**src/rtl/capture_ctrl_if.sv**
```systemverilog
// Capture controller bus: control inputs from cmd_cfg / samplers / trigger
// logic, and RAM write + status outputs from the controller.
// Handshake: wrt_smpl is a one-cycle strobe with no back-pressure; the
// controller never stalls it. we is asserted in the same cycle as the
// strobe it accepts, and the RAMs write at the waddr presented that cycle.
interface capture_ctrl_if #(
    parameter int LOG2 = 9
);
    logic            run;
    logic            wrt_smpl;
    logic            triggered;
    logic [3:0]      decimator;
    logic [LOG2-1:0] trig_pos;
    logic            we;
    logic [LOG2-1:0] waddr;
    logic            armed;
    logic            capturing;
    logic            set_capture_done;
    logic [1:0]      state_dbg;

    modport master (
        output run, wrt_smpl, triggered, decimator, trig_pos,
        input  we, waddr, armed, capturing, set_capture_done, state_dbg
    );

    modport slave (
        input  run, wrt_smpl, triggered, decimator, trig_pos,
        output we, waddr, armed, capturing, set_capture_done, state_dbg
    );
endinterface

```
**src/rtl/capture_ctrl.sv**
```systemverilog
// Logic-analyzer capture controller: decimates the sample strobe, writes the
// circular channel RAMs, arms once enough pre-trigger history is held, takes
// the post-trigger samples and pulses set_capture_done. On completion waddr
// points at the oldest stored sample, which is where readout begins.
module capture_ctrl #(
    parameter int ENTRIES = 384,
    parameter int LOG2    = 9
) (
    input logic           clk,
    input logic           rst_n,
    capture_ctrl_if.slave bus
);

    typedef enum logic [1:0] {
        S_IDLE     = 2'd0,
        S_CAPTURE  = 2'd1,
        S_POSTTRIG = 2'd2,
        S_DONE     = 2'd3
    } state_t;

    localparam logic [LOG2-1:0] LAST   = LOG2'(ENTRIES - 1);
    localparam logic [LOG2-1:0] FULL   = LOG2'(ENTRIES);
    localparam logic [LOG2:0]   FULL_W = (LOG2 + 1)'(ENTRIES);

    state_t          state_q;
    logic [15:0]     dec_cnt_q;
    logic [LOG2-1:0] waddr_q;
    logic [LOG2-1:0] smpl_cnt_q;
    logic [LOG2-1:0] trig_cnt_q;
    logic            armed_q;
    logic            capturing_q;
    logic            done_q;

    logic            active;
    logic [15:0]     dec_limit;
    logic            accept;
    logic [LOG2-1:0] tp;
    logic [LOG2-1:0] waddr_inc;
    logic [LOG2-1:0] smpl_nxt;
    logic [LOG2-1:0] trig_nxt;
    logic            arm_nxt;

    // Accept decision, clamped trigger position and next counter values
    always_comb begin
        active    = (state_q == S_CAPTURE) || (state_q == S_POSTTRIG);
        dec_limit = (16'd1 << bus.decimator) - 16'd1;
        accept    = active && bus.wrt_smpl && (dec_cnt_q == dec_limit);
        // A post-trigger count of ENTRIES or more would overwrite the trigger point
        tp        = (bus.trig_pos > LAST) ? LAST : bus.trig_pos;
        waddr_inc = (waddr_q == LAST) ? '0 : waddr_q + 1'b1;
        smpl_nxt  = smpl_cnt_q;
        if (accept && (smpl_cnt_q != FULL)) begin
            smpl_nxt = smpl_cnt_q + 1'b1;
        end
        trig_nxt  = trig_cnt_q + 1'b1;
        // Armed once the history already held plus the samples still to come fill the RAM
        arm_nxt   = ({1'b0, smpl_nxt} + {1'b0, tp}) >= FULL_W;
    end

    // Capture FSM with registered status outputs and sample counters
    always_ff @(posedge clk or negedge rst_n) begin
        if (!rst_n) begin
            state_q     <= S_IDLE;
            dec_cnt_q   <= '0;
            waddr_q     <= '0;
            smpl_cnt_q  <= '0;
            trig_cnt_q  <= '0;
            armed_q     <= 1'b0;
            capturing_q <= 1'b0;
            done_q      <= 1'b0;
        end else begin
            done_q <= 1'b0;
            if (active && bus.wrt_smpl) begin
                dec_cnt_q <= accept ? '0 : dec_cnt_q + 16'd1;
            end
            if (accept) begin
                waddr_q <= waddr_inc;
            end
            case (state_q)
                S_IDLE: begin
                    if (bus.run) begin
                        state_q     <= S_CAPTURE;
                        dec_cnt_q   <= '0;
                        waddr_q     <= '0;
                        smpl_cnt_q  <= '0;
                        trig_cnt_q  <= '0;
                        armed_q     <= 1'b0;
                        capturing_q <= 1'b1;
                    end
                end
                S_CAPTURE: begin
                    if (!bus.run) begin
                        state_q     <= S_IDLE;
                        armed_q     <= 1'b0;
                        capturing_q <= 1'b0;
                    end else begin
                        // A sample accepted in the trigger cycle still counts as history
                        smpl_cnt_q <= smpl_nxt;
                        armed_q    <= arm_nxt;
                        if (bus.triggered && armed_q) begin
                            if (tp == '0) begin
                                state_q     <= S_DONE;
                                capturing_q <= 1'b0;
                                done_q      <= 1'b1;
                            end else begin
                                state_q    <= S_POSTTRIG;
                                trig_cnt_q <= '0;
                            end
                        end
                    end
                end
                S_POSTTRIG: begin
                    if (!bus.run) begin
                        state_q     <= S_IDLE;
                        armed_q     <= 1'b0;
                        capturing_q <= 1'b0;
                    end else if (accept) begin
                        trig_cnt_q <= trig_nxt;
                        if (trig_nxt >= tp) begin
                            state_q     <= S_DONE;
                            capturing_q <= 1'b0;
                            done_q      <= 1'b1;
                        end
                    end
                end
                S_DONE: begin
                    // Holding run high never restarts; cmd_cfg must drop it first
                    if (!bus.run) begin
                        state_q <= S_IDLE;
                    end
                end
                default: state_q <= S_IDLE;
            endcase
        end
    end

    assign bus.we               = accept;
    assign bus.waddr            = waddr_q;
    assign bus.armed            = armed_q;
    assign bus.capturing        = capturing_q;
    assign bus.set_capture_done = done_q;
    assign bus.state_dbg        = state_q;

endmodule

```
**src/flat_wrapper.sv**
```systemverilog
// flat-port wrapper written by rule: the top's interface ports become plain ports
module capture_ctrl_flat 
#(
    parameter int ENTRIES = 384,
    parameter int LOG2    = 9
)
  (clk, rst_n, bus_run, bus_wrt_smpl, bus_triggered, bus_decimator, bus_trig_pos, bus_we, bus_waddr, bus_armed, bus_capturing, bus_set_capture_done, bus_state_dbg);
  capture_ctrl_if #(.LOG2(LOG2)) bus_i ();
  input logic clk;
  input logic rst_n;
  input wire logic [$bits(bus_i.run)-1:0] bus_run;
  input wire logic [$bits(bus_i.wrt_smpl)-1:0] bus_wrt_smpl;
  input wire logic [$bits(bus_i.triggered)-1:0] bus_triggered;
  input wire logic [$bits(bus_i.decimator)-1:0] bus_decimator;
  input wire logic [$bits(bus_i.trig_pos)-1:0] bus_trig_pos;
  output wire logic [$bits(bus_i.we)-1:0] bus_we;
  output wire logic [$bits(bus_i.waddr)-1:0] bus_waddr;
  output wire logic [$bits(bus_i.armed)-1:0] bus_armed;
  output wire logic [$bits(bus_i.capturing)-1:0] bus_capturing;
  output wire logic [$bits(bus_i.set_capture_done)-1:0] bus_set_capture_done;
  output wire logic [$bits(bus_i.state_dbg)-1:0] bus_state_dbg;
  assign bus_i.run = bus_run;
  assign bus_i.wrt_smpl = bus_wrt_smpl;
  assign bus_i.triggered = bus_triggered;
  assign bus_i.decimator = bus_decimator;
  assign bus_i.trig_pos = bus_trig_pos;
  assign bus_we = bus_i.we;
  assign bus_waddr = bus_i.waddr;
  assign bus_armed = bus_i.armed;
  assign bus_capturing = bus_i.capturing;
  assign bus_set_capture_done = bus_i.set_capture_done;
  assign bus_state_dbg = bus_i.state_dbg;
  capture_ctrl #(.ENTRIES(ENTRIES), .LOG2(LOG2)) u_core (.clk(clk), .rst_n(rst_n), .bus(bus_i));
endmodule
```
**config.mk**
```make
export PLATFORM = sky130hd
export DESIGN_NAME = capture_ctrl_flat
export DESIGN_NICKNAME = d
export VERILOG_FILES = /design/src/rtl/capture_ctrl_if.sv /design/src/rtl/capture_ctrl.sv /design/src/flat_wrapper.sv
export SDC_FILE = /design/constraint.sdc
export NUM_CORES = 1
export LEC_CHECK = 0
export ABC_AREA = 1
export BUFFER_PORTS_ARGS = -buffer_cell sky130_fd_sc_hd__buf_2
export CELL_PAD_IN_SITES_DETAIL_PLACEMENT = 1
export CELL_PAD_IN_SITES_GLOBAL_PLACEMENT = 1
export CORE_MARGIN = 2
export CORE_UTILIZATION = 45
export CTS_BUF_LIST = sky130_fd_sc_hd__clkbuf_2
export DETAILED_ROUTE_END_ITERATION = 10
export GPL_ROUTABILITY_DRIVEN = 0
export GPL_TIMING_DRIVEN = 0
export PLACE_DENSITY = 0.9
export SLEW_MARGIN = 20
export SYNTH_ARGS = -nofsm -noshare
export SYNTH_HDL_FRONTEND = slang
export SYNTH_SLANG_ARGS = --single-unit
```
**constraint.sdc**
```tcl
create_clock -name clk -period 4.41 [get_ports clk]
set_clock_uncertainty 0.1 [all_clocks]
set_input_delay 0.6615 -clock clk [delete_from_list [all_inputs] [get_ports clk]]
set_output_delay 0.6615 -clock clk [all_outputs]
set_load 0.05 [all_outputs]
```
## Yosys cells after proc, flatten, opt, wreduce, memory -nomap -nowiden

Cells that the tools add are included.

- Shifts and indexed selects: 1
- Equality and inequality tests: 18
- Mux-type cells: 47
- $add $sub $neg: 6
- Reduce and logical (&&, ||, !) cells: 14
- Magnitude comparators: 3

Operator list:

| operator | count |
|---|---|
| $mux 9 | 13 |
| $mux 16 | 4 |
| $add 9x1->9 const B | 3 |
| $pmux 9 s3 | 1 |
| $pmux 9 s2 | 1 |
| $mux 1 | 17 |
| $add 16x1->16 const B | 1 |
| $eq 16x16->1 | 1 |
| $shl 1x4->16 const A | 1 |
| $sub 16x1->16 const B | 1 |
| $mux 2 | 7 |
| $ne 2x2->1 const B | 7 |
| $add 9x9->10 | 1 |
| $ge 10x9->1 const B | 1 |
| $eq 9x9->1 const B | 1 |
| $ge 9x9->1 | 1 |
| $gt 9x9->1 const B | 1 |
| $logic_not 9->1 | 1 |
| $ne 3x3->1 const B | 3 |
| $ne 9x9->1 const B | 1 |
| $pmux 2 s4 | 1 |
| $reduce_and 7->1 | 1 |
| $pmux 1 s3 | 2 |
| $reduce_and 3->1 | 2 |
| 12 further kinds | 16 |

- Output and inout port bits: 15
- Bits in registers: 48
- Word-level logic and storage cells: 97
- Bits of input ports: 18

## Logic depth before layout (Yosys ltp)

- Depth in word-level cells: 10
- Gate-level depth with buffers: 29
- Depth with buffers taken out: 28

## Worst setup path after synthesis

No wires, ideal clock.

- Kind: in2reg
- Start: in bus_decimator[3]
- End: reg u_core.armed_q (netlist: u_core.bus.armed)
- Buffers on the path: 1
- Slack: 0.693 ns
- Stages: 24
- Arrival: 3.496 ns
- Library setup time: 0.120 ns
- Data required time: 4.190 ns
- Path through: buf_6 -> nor2_8 -> nand2_1 -> ha_1 -> inv_1 -> a21oi_4 -> nand2_1 -> nand2_1 -> nand2_1 -> nand3_2 -> nor2_1 -> nand3_1 -> nand2_1 -> and2_1 -> ha_1 -> inv_1 -> fa_1 -> o21ai_0 -> nand4_1 -> o211ai_1 -> xnor2_1 -> o21ai_0 -> nand2_1 -> nand2_1

- Cells in the longest elaborated chain, start to end: 10

RTL lines:

| what | RTL line | text |
|---|---|---|
| start: declaration | flat_wrapper.sv:14 | `input wire logic [$bits(bus_i.decimator)-1:0] bus_decimator;` |
| $shl 1x4->16 | capture_ctrl.sv:46 | `dec_limit = (16'd1 << bus.decimator) - 16'd1;` |
| $sub 16x1->16 | capture_ctrl.sv:46 |  |
| $eq 16x16->1 | capture_ctrl.sv:47 | `accept = active && bus.wrt_smpl && (dec_cnt_q == dec_limit);` |
| $logic_and 1x1->1 | capture_ctrl.sv:47 |  |
| $logic_and 1x1->1 | capture_ctrl.sv:52 | `if (accept && (smpl_cnt_q != FULL)) begin` |
| $mux 9 | capture_ctrl.sv:52 |  |
| $add 9x9->10 | capture_ctrl.sv:57 | `arm_nxt = ({1'b0, smpl_nxt} + {1'b0, tp}) >= FULL_W;` |
| $ge 10x9->1 | capture_ctrl.sv:57 |  |
| $mux 1 | capture_ctrl.sv:92 | `if (!bus.run) begin` |
| $pmux 1 s3 | capture_ctrl.sv:79 | `case (state_q)` |
| end signal: assignment | capture_ctrl.sv:99 | `armed_q <= arm_nxt;` |
| end: declaration | capture_ctrl.sv:30 | `logic armed_q;` |

No other way between the ends.
A chain may end at the register's enable or synchronous reset.

## Final worst setup path

- Start: reg u_core.state_q[0] (netlist: u_core.bus.state_dbg[0])
- End: reg u_core.armed_q (netlist: u_core.bus.armed)

- Cells in the longest elaborated chain, start to end: 10
- Elaborated cells on any way between the ends: 16
- Those cells by class: add/sub: 1; order compare: 1; eq/ne: 4; mux: 3; reduce/logical: 7

RTL lines:

| what | RTL line | text |
|---|---|---|
| start: declaration | capture_ctrl.sv:25 | `state_t state_q;` |
| start signal: assignment | capture_ctrl.sv:63 | `state_q <= S_IDLE;` |
| start signal: assignment | capture_ctrl.sv:82 | `state_q <= S_CAPTURE;` |
| start signal: assignment | capture_ctrl.sv:93 | `state_q <= S_IDLE;` |
| $eq 2x1->1 / $eq 2x2->1 (equally long branches) | capture_ctrl.sv:45, capture_ctrl.sv:79 |  |
| $logic_or 1x1->1 | capture_ctrl.sv:45 | `active = (state_q == S_CAPTURE) \|\| (state_q == S_POSTTRIG);` |
| $logic_and 1x1->1 (2 in a row) | capture_ctrl.sv:47 |  |
| $logic_and 1x1->1 | capture_ctrl.sv:52 |  |
| $mux 9 | capture_ctrl.sv:52 |  |
| $add 9x9->10 | capture_ctrl.sv:57 |  |
| $ge 10x9->1 | capture_ctrl.sv:57 |  |
| $mux 1 | capture_ctrl.sv:92 |  |
| $pmux 1 s3 | capture_ctrl.sv:79 |  |

Several ways; a longest one is shown, not always the timed one.

==> run summary <==
status = completed
max cap viols = 0
Post-Syn Area per Cell = 6.538 um2
Period minus WS final = 4040 ps
Leakage = 2.543 nW
Layout Cells excl Fill = 857
share of post-route cells with drive strength above 1 = 0.1188
first-pass GRT wire length = 23350 um
critical path fanouts, max = 8
number of diodes = 0
Die Wd = 103.9 um
drt via density = 5.399
drt first pass iters = 4
VDD IR max = 0.0001552 V
Max Clk Rate = 247.5 MHz
Worst-path clk slew = 270 ps
Num CTS Buffers = 5
die height = 103.9 um
Post-CTS Setup Bufs = 0
PortBufs = 29
antenna violations before repair = 0
Hold WC Path Type = in -> async
most frequent cells in the layout = nand2_1, inv_1, nor2_1
initial drt markers = 205
Post-Place Cell Area = 0.004806 mm2
via count = 4627
Final Cycle Share = 0.9161
clock sinks = 48
Post-synth EDFFs = 0
# fillers = 1384
GRT Total Usage = 0.2626
number of global-route vias before repair = 4995
Startpoint Class = flop
commonest non-fill, non-tap cell in the layout = nand2_1
Site Rows = 36
Worst slew margin = 0.5468
final HPWL from detailed placement = 11040 um
Yosys top cell by area = dfrtp_1
clock latency on the worst-skew pair = 490 ps
core area = 0.009729 mm2
WP data required = 4720 ps
WHS = 47.08 ps
Mapped Nets = 736
final setup margin = 369.8 ps
placed cell count = 849
die area = 0.01080 mm2
Most Frequent Cell on Critical Path = nand2_1
CTS tree = done
Yosys reg bits = 48
htree depth = 2
kind of critical path = reg -> reg
mapped cell area = 0.004492 mm2
total grt overflow = 0
Seq/Total Area, Yosys = 0.2674
RSZ-0062 raised after global routing = false
pins over their slew limit = 0
routed wire length = 13800 um
WL per Instance = 16.10 um
Synth cell types = 40
Slowest-stage cell, CP = dfrtp_2
sequence of cells on the critical path = inv_1 -> ha_1 -> nand2_1 -> a21oi_1 -> nand2_1 -> nor2_1 -> nand3_1 -> nor2_1 -> nand2_2 -> nor2_8 -> nand2_4 -> nor2_1 -> nand3_1 -> and2_1 -> ha_1 -> nand2_1 -> o21ai_0 -> nand4_1 -> o211ai_1 -> xnor2_1 -> o21ai_1 -> nand2_1 -> nand2_1
pin slew with the least headroom to its limit = 679.9 ps
clock root cell = clkbuf_2
Layout Nets = 773
Ys Warns = 0
post-layout instance area = 0.004870 mm2
Async SR Flop Fraction = 1.000
DRC viols = 0
DP Worst Slack = -198.5 ps
CTS Buffer Depth = 2
CP arrival = 4350 ps
prevailing post-synth register cell = dfrtp_1
Power per Cell Area = 281.8 mW/mm2
Routed Antenna Nets = 0
Yosys top cell area share = 0.2674
Syn-to-layout area delta = 8.412%
power after layout = 1.372 mW
max incr delay on CP = 510 ps
CP Capture Type = flop
Cells after Synth = 687
final setup violation count = 0
I/O pins = 33
largest net degree at the start of global routing = 49
Final Hold Fails = 0
top cells by area, synth = dfrtp_1, nand2_1, ha_1, inv_1, nor2_1
Starting Density = 0.4617
[critical path: cells and delay by family, from the launching register on]
kind | cells | cell delay (ps)
compound gates | 4 | 660
xor+xnor | 1 | 160
buf+inv | 1 | 110
flops | 1 | 510
simple gates | 15 | 1740
fa+ha+maj | 2 | 650
[registers in the layout, summed over array words and instances, names as in the netlist]
name,count
u_core.dec_cnt_q,16
u_core.bus.waddr,9
u_core.smpl_cnt_q,9
u_core.trig_cnt_q,9
u_core.bus.state_dbg,2
u_core.bus.armed,1
u_core.bus.capturing,1
u_core.bus.set_capture_done,1
[through the flow]
stage	setup TNS, ps	utilization
after floorplan	0	-
after global placement	0	0.4937
after detailed placement	-198.5	0.4940
after CTS	0	0.4978
after global routing	0	0.5005
final	0	0.5005
[final cells by class]
cell class	count	area [um2]	area share
Timing Repair Buffer	29	147.6	0.03032
Tap cell	133	166.4	0.03417
Sequential cell	48	1204	0.2472
Clock inverter	2	12.51	0.002569
Inverter	100	375.4	0.07708
Multi-Input combinational cell	531	2868	0.5889
Clock buffer	5	25.02	0.005139
Buffer	9	71.32	0.01465
[where the power goes]
part           leakage (nW)  internal, mW  switching [mW]  total, mW
clock network        0.0265        0.0353           0.159      0.194
logic                  1.85         0.182           0.486      0.668
registers             0.661         0.472          0.0384      0.510
[Yosys cell counts, types with 6 or more instances]
cell       n
o21ai_0   11
inv_1     91
o21ai_2    9
nand2_1  207
inv_2      6
ha_1      30
a21oi_1   25
nand4_1   29
nor3_1    14
dfrtp_1   48
nand3_1   57
nor2_1    77
xor2_1    10
[repair_timing]
action	4_1_cts	5_1_grt
gates resized for setup	0	7
hold buffers	0	0
endpoints found under the setup margin	0	1
[final timing paths]
path                                    startpoint                    to  slack [ps]  cells past startpoint
max                        u_core.bus.state_dbg[0]      u_core.bus.armed         370                     23
min                                          rst_n   u_core.dec_cnt_q[2]          50                      1
max reg2reg                u_core.bus.state_dbg[0]      u_core.bus.armed         370                     23
min reg2reg                   u_core.bus.capturing  u_core.bus.capturing         410                      2
max in group asynchronous                    rst_n  u_core.smpl_cnt_q[4]        3670                      1
min in group clk              u_core.bus.capturing  u_core.bus.capturing         410                      2
[routing by layer]
| metal | up-vias | part of all wire | track usage |
|---|---|---|---|
| met2 | 76 | 0.52 | 0.4953 |
| met1 | 2238 | 0.42 | 0.3019 |
| met5 | - | 0 | 0 |
| li1 | 2286 | - | - |
| met4 | 0 | 0.024 | 0.09073 |
| met3 | 27 | 0.027 | 0.03571 |
[kinds of logic after synthesis]
logic type               share of synthesized area
adder cells (fa/ha/maj)                    0.08802
AND/OR/NAND/NOR                             0.4245
XOR/XNOR                                   0.03287
buffers and inverters                      0.09944
flip-flops                                  0.2674
AO/OA/AOI/OAI                              0.08774
Note: power is estimated with default switching activity, not from simulation.
